$ cat src/rtl/pwm_audio_multi.sv
// pwm_audio_multi: N-channel PWM audio DAC.
//   Signed multi-channel frames arrive over a valid/ready handshake into a
//   one-deep shadow buffer. At the end of each PWM period the buffered frame is
//   scaled by the volume, offset to unsigned, and becomes the new duty level.
//   This keeps a duty cycle from ever changing mid-period. If a period ends
//   with the shadow empty, the levels are held and underrun_out pulses.
// Ports:
//   clk_in        system clock
//   rst_in        synchronous active-high reset
//   enable_in     run the PWM counter; low holds the counter at 0 and the outputs low
//   sample_in     frame, channel i at [i*SAMPLE_W +: SAMPLE_W], two's complement
//   sample_valid  frame valid
//   sample_ready  shadow buffer empty
//   volume_in     gain (volume_in+1)/2**VOL_W, sampled at the period boundary
//   mute_in       force the midpoint level, sampled at the period boundary
//   pwm_out       registered PWM output per channel
//   underrun_out  one-cycle pulse when a period ends with no frame buffered
module pwm_audio_multi #(
  parameter int NUM_CH   = 2,
  parameter int SAMPLE_W = 8,
  parameter int VOL_W    = 4
) (
  input  logic                       clk_in,
  input  logic                       rst_in,
  input  logic                       enable_in,
  input  logic [NUM_CH*SAMPLE_W-1:0] sample_in,
  input  logic                       sample_valid,
  output logic                       sample_ready,
  input  logic [VOL_W-1:0]           volume_in,
  input  logic                       mute_in,
  output logic [NUM_CH-1:0]          pwm_out,
  output logic                       underrun_out
);

  localparam int P_W = SAMPLE_W + VOL_W + 1;
  localparam logic [SAMPLE_W-1:0] MID     = {1'b1, {(SAMPLE_W-1){1'b0}}};
  localparam logic [SAMPLE_W-1:0] CNT_MAX = {SAMPLE_W{1'b1}};

  // Floor of s*(vol+1)/2**VOL_W; the magnitude never exceeds |s|, so the
  // result always fits back into SAMPLE_W bits without saturation.
  function automatic logic [SAMPLE_W-1:0] scale(input logic [SAMPLE_W-1:0] s,
                                                input logic [VOL_W-1:0]    vol);
    logic signed [P_W-1:0] s_ext;
    logic signed [P_W-1:0] g_ext;
    logic signed [P_W-1:0] p;
    s_ext = {{(P_W-SAMPLE_W){s[SAMPLE_W-1]}}, s};
    g_ext = {{(P_W-VOL_W){1'b0}}, vol} + {{(P_W-1){1'b0}}, 1'b1};
    p     = s_ext * g_ext;
    p     = p >>> VOL_W;
    return p[SAMPLE_W-1:0];
  endfunction

  // Two's complement to offset binary: flipping the sign bit adds 2**(SAMPLE_W-1).
  function automatic logic [SAMPLE_W-1:0] offset(input logic [SAMPLE_W-1:0] x);
    return {~x[SAMPLE_W-1], x[SAMPLE_W-2:0]};
  endfunction

  logic [SAMPLE_W-1:0]        count_p0;
  logic                       shadow_full;
  logic [NUM_CH*SAMPLE_W-1:0] shadow;
  logic [SAMPLE_W-1:0]        level [NUM_CH];
  logic                       load;
  logic                       accept;

  assign sample_ready = ~shadow_full;
  assign accept       = sample_valid & ~shadow_full;
  assign load         = enable_in & (count_p0 == CNT_MAX);

  // Shadow data carries no reset; shadow_full alone says whether it is live.
  always_ff @(posedge clk_in) begin
    if (accept) begin
      shadow <= sample_in;
    end
  end

  // Stage 0: period counter, shadow state and period-boundary level load
  always_ff @(posedge clk_in) begin
    if (rst_in) begin
      count_p0     <= '0;
      shadow_full  <= 1'b0;
      underrun_out <= 1'b0;
      for (int i = 0; i < NUM_CH; i++) begin
        level[i] <= MID;
      end
    end else begin
      count_p0     <= enable_in ? count_p0 + 1'b1 : '0;
      underrun_out <= load & ~shadow_full;
      // A load can only consume a full shadow and an accept needs an empty
      // one, so the two branches never compete for shadow_full.
      if (load && shadow_full) begin
        shadow_full <= 1'b0;
        for (int i = 0; i < NUM_CH; i++) begin
          level[i] <= mute_in ? MID
                              : offset(scale(shadow[i*SAMPLE_W +: SAMPLE_W], volume_in));
        end
      end else if (accept) begin
        shadow_full <= 1'b1;
      end
    end
  end

  // Stage 1: PWM compare, one cycle behind the counter
  always_ff @(posedge clk_in) begin
    if (rst_in) begin
      pwm_out <= '0;
    end else begin
      for (int i = 0; i < NUM_CH; i++) begin
        pwm_out[i] <= enable_in & (count_p0 < level[i]);
      end
    end
  end

endmodule

$ cat config.mk
export PLATFORM = sky130hd
export DESIGN_NAME = pwm_audio_multi
export DESIGN_NICKNAME = d
export VERILOG_FILES = /design/src/rtl/pwm_audio_multi.sv
export SDC_FILE = /design/constraint.sdc
export NUM_CORES = 1
export LEC_CHECK = 0
export CAP_MARGIN = 20
export CORE_ASPECT_RATIO = 1.4
export CORE_MARGIN = 5
export CORE_UTILIZATION = 40
export DETAILED_ROUTE_END_ITERATION = 6
export PLACE_DENSITY_LB_ADDON = 0.12
export SYNTH_ARGS = -nofsm -noshare
export SYNTH_HDL_FRONTEND = slang
export SYNTH_SLANG_ARGS = --single-unit
export TNS_END_PERCENT = 5
$ cat constraint.sdc
create_clock -name clk_in -period 5.68 [get_ports clk_in]
set_input_delay 1.136 -clock clk_in [delete_from_list [all_inputs] [get_ports clk_in]]
set_output_delay 1.136 -clock clk_in [all_outputs]
set_load 0.005 [all_outputs]
# Word-level counts from Yosys, hierarchy flattened
# Memory sizes are Yosys's and may differ from the RTL's.
# Index checks and enable logic that the tools add are counted.
# op_classes
addsub,2
multipliers,2
n_div,0
magnitude_cmp,2
n_eq_ne,1
shift,0
mux,9
bitwise,11
reduce_logical,3
# ops
op,count
$mux W8,4
$mul A8 B6 Y12,2
$lt A8 B8 Y1,2
$add A8 B1 Y8 const B,1
$eq A8 B8 Y1 const B,1
$add A4 B1 Y5 const B,1
$and A1 B1 Y1,5
$mux W1,5
$not A1 Y1,4
$reduce_or A2 Y1,2
$or A1 B1 Y1,2
$logic_and A1 B1 Y1,1
# word_totals
register_bits,28
latch_bits,0
ramBits,16
rom_bits,0
input_bits,25
output_inout_bits,4
word_cells,36
mem_count,1
# mem_list
name,words,width,rd,rd_clocked_by_memory_dff,wr,line,rtl
level,2,8,2,0,2,61,logic [SAMPLE_W-1:0] level [NUM_CH];

# Logic depth before layout (Yosys ltp)
# depth
word_depth,7
depth_mapped,17
mapped_depth_nobuf,16

# Worst setup path after synthesis
# Ideal clock, no wire load.
# synth_timing
path_kind,input-to-reg
start,in volume_in[0]
end,"mem level[0][7], data pin"
setup_time_ns,0.270
arrival_time_ns,4.792
required_ns,5.410
path_slack_ns,0.618
cell_stages,16
n_path_buf,1
cell_sequence,ha_1 > xor2_1 > clkbuf_1 > and2_1 > fa_1 > inv_1 > fa_1 > fa_1 > inv_1 > ha_1 > a21o_1 > a211oi_1 > o21ai_0 > o31ai_1 > xnor2_1 > nand2_1
# synth_rtl
item,line,rtl
"start, declared",29,"input logic [VOL_W-1:0] volume_in,"
"end, declared",61,

==> run summary <==
The flow ran to the end, and the final reports show no timing, DRC or antenna violations. The tools report the share of synthesized area occupied by flip-flops and latches as 0.272. Buffers placed on the I/O ports in this run total 28.

For the maximum buffer depth of the clock tree, the log shows 2. The ratio of total power to cell area was 245 mW/mm2; the clock insertion delay at the later pin of the skew report was 280 ps. The total area inside the core boundary comes to 0.0108 mm2. The Yosys warning count was 0. The number of hold violations in the final report is 0. The run gives 0.333 as the relative max-transition margin.

The first detailed-routing pass took 4 iterations. The run gives 0 as the DRC violations left. The number of core rows came out at 45. The path class of the tightest hold or removal check is flip-flop to flip-flop. The library cell used as clock root buffer is sky130_fd_sc_hd__clkbuf_16. The worst setup path is of the input pin to flip-flop kind. The leading register cell type out of synthesis is sky130_fd_sc_hd__edfxtp_1. The ratio of routed vias to standard cells came out at 4.78. Pre-CTS setup slack: -82.1 ps.

Biggest area consumer among synthesized cells: sky130_fd_sc_hd__edfxtp_1. The antenna violation net count after detailed routing is 0. The via count of the first global-routing pass was 3156. For this block, the initial DRC count from the detailed router was 55.

The worst-path maximum fanout was 10; the share of flip-flops with an asynchronous set or reset was 0. The congestion estimate from routability-driven global placement came to 0.792. The worst setup path is launched from an input pin.

The maximum level of the CTS H-tree was 2. The final layout net count was 600; the synthesized cell area was 0.00441 mm2. The clock arrives with 2.90 ps of skew. TritonCTS built the clock tree.

The number of setup buffers added after CTS is 0. The global routing usage summed across all routing layers is 0.128, and the share of layout cells above drive strength 1 is 0.0478. The HPWL reported at the end of detailed placement is 6650 um, and the number of enable flip-flop cells after synthesis is 32.

By area the synthesized netlist is led by sky130_fd_sc_hd__edfxtp_1 22%, sky130_fd_sc_hd__fa_1 20%, sky130_fd_sc_hd__ha_1 14%. In this run the static leakage power is 2.35 nW. The tools report the number of antenna violations at the first check in global routing as 0. The total overflow left after global routing is 0.

The minimum clock period was 5360 ps; the initial core utilization was 0.408. The reg-to-reg setup timing slack is 1720 ps, and the fraction of the cycle the final worst path needs is 0.943. The tools report the area of the die as 0.0133 mm2. The register clock-pin slew on the reported worst setup and hold paths is 60 ps.

The tools report the capturing element type of the critical path as a flip-flop. Final hold analysis gives a worst-case slack of 476 ps. The run gives 7760 um as the final wirelength. Maximum VDD drop: 0.125 mV.

Setup slack closes at 324 ps. Final setup violation count: 0. The first global-routing pass estimated 13900 um of wire.

Area fraction of the dominant cell type after synthesis: 0.218. The via total after detailed routing is 2976. In this run, CTS created clock tree buffers numbering 5.

The logs give 0.470 for the final cell utilization of the core and 187 MHz for the highest attainable clock frequency. Area added between synthesis and finish: 15.2%. The count of distinct cell types in the synthesized netlist was 39.

The sink count of the clock tree was 44. Counting every instance in the synthesized netlist gives 447. Setup repair after global routing left no endpoint under its margin.

The flip-flop and latch count after synthesis came out at 44. The number of antenna diodes in the final layout is 0. The die is 134 um tall. The number of maximum-capacitance constraint violations came out at 0. The number of top-level pins came out at 29. The completed layout was analyzed and its total power is 0.00125 W. For the worst setup path, the data arrival time is 5360 ps. By count the netlist is led by 90 x sky130_fd_sc_hd__inv_1, 53 x sky130_fd_sc_hd__and2_1, 50 x sky130_fd_sc_hd__ha_1. For the worst setup path, the data required time is 5680 ps. Among all cell types in the netlist, the one instantiated most often is sky130_fd_sc_hd__inv_1. For the net count after synthesis, the log shows 566.

The slew at the pin closest to its max-slew limit works out to 991 ps. The cell area after placement came out at 0.00489 mm2. Die boundary width: 98.8 um. The max-slew violation total from the final report is 0.

Dividing the detail-routed wire length by the instance count gives 12.5 um. The pin count of the biggest net entering global routing is 19, and the post-synthesis average cell area is 9.88 um2. The post-route standard cell area excluding fillers is 0.00508 mm2.
## critical path: stages
cell                              delay (ps)
sky130_fd_sc_hd__clkdlybuf4s50_1         460
sky130_fd_sc_hd__ha_1                    250
sky130_fd_sc_hd__xor2_1                  140
sky130_fd_sc_hd__buf_4                   160
sky130_fd_sc_hd__and2_1                  170
sky130_fd_sc_hd__fa_1                    530
sky130_fd_sc_hd__inv_1                    50
sky130_fd_sc_hd__fa_1                    460
sky130_fd_sc_hd__fa_1                    540
sky130_fd_sc_hd__inv_1                    40
sky130_fd_sc_hd__ha_1                    340
sky130_fd_sc_hd__a21o_1                  210
sky130_fd_sc_hd__a211oi_1                250
sky130_fd_sc_hd__o21ai_1                 130
sky130_fd_sc_hd__o31ai_2                 270
sky130_fd_sc_hd__xnor2_1                 140
sky130_fd_sc_hd__nand2_1                  60
## routing by layer
metal	track usage	share of wire	vias to the layer above
met5	0	0	-
met4	0.0349	0.014	0
met3	0.0239	0.031	10
met2	0.244	0.54	44
met1	0.144	0.41	1427
li1	-	-	1495
## cells by family after synthesis
kind of cell,after synthesis,synth area share
buffers and inverters,98,0.0850
XOR/XNOR,29,0.0592
flip-flops,44,0.272
AND/OR/NAND/NOR,136,0.174
AO/OA/AOI/OAI,46,0.0680
adder cells (fa/ha/maj),94,0.341
## per-stage QoR
stage	instances	setup TNS [ps]
after floorplan	447	0
after global placement	615	0
after detailed placement	615	-111
after CTS	622	0
after global routing	622	0
final	622	0
## worst paths after layout
check,from,endpoint,cells past startpoint
hold / removal,count_p0[0]$_SDFF_PP0_,count_p0[0]$_SDFF_PP0_,1
setup reg to reg,shadow[3]$_DFFE_PP_,level[0][7]$_SDFFCE_PP1P_,13
setup / recovery,volume_in[0],level[0][7]$_SDFFCE_PP1P_,17
hold reg to reg,count_p0[0]$_SDFF_PP0_,count_p0[0]$_SDFF_PP0_,1
## area by class of cell
cell class | count | area (um2)
Clock buffer | 7 | 175
Fill cell | 1060 | 5730
Inverter | 90 | 338
Multi-Input combinational cell | 305 | 2860
Sequential cell | 44 | 1200
Tap cell | 141 | 176
Timing Repair Buffer | 35 | 333
## sequential cells by signal, summed over array words and instances (netlist names)
register / cells
underrun_out: 1
level: 16
shadow: 16
pwm_out: 2
shadow_full: 1
count_p0: 8
## timing repair
item                                    in CTS  in global routing
endpoints found under the hold margin        0                  0
resized for setup                            0                  4
hold buffers                                 0                  0
endpoints found under the setup margin       0                  2
## cells in the final DEF, fill, tap and decap left out, drive strengths merged, types with 2 or more instances in the layout
master / Yosys / routed
nand3: 5 / 5
nor3: 3 / 3
and3: 3 / 3
and2: 53 / 53
xnor2: 20 / 20
nand2: 16 / 16
o311ai: 2 / 2
or3: 2 / 2
ha: 50 / 50
a41o: 3 / 3
o21ai: 14 / 14
a211oi: 3 / 3
nand2b: 10 / 10
dfxtp: 12 / 12
clkdlybuf4s50: 0 / 28
clkbuf: 7 / 7
or4: 3 / 3
nor4: 3 / 3
fa: 44 / 44
o211ai: 2 / 2
nor2b: 11 / 11
a21oi: 10 / 10
nor2: 23 / 23
xor2: 9 / 9
a21o: 10 / 10
edfxtp: 32 / 32
buf: 1 / 7
inv: 90 / 90
## where the power goes
part | switching [W] | total (W) | leakage, nW | internal [W]
sequential | 0.00000937 | 0.000367 | 0.409 | 0.000358
combinational | 0.000289 | 0.000546 | 1.85 | 0.000257
clock | 0.000119 | 0.000333 | 0.0863 | 0.000214
total | 0.000417 | 0.00125 | 2.35 | 0.000829
Power figures use the tool's default switching activity.
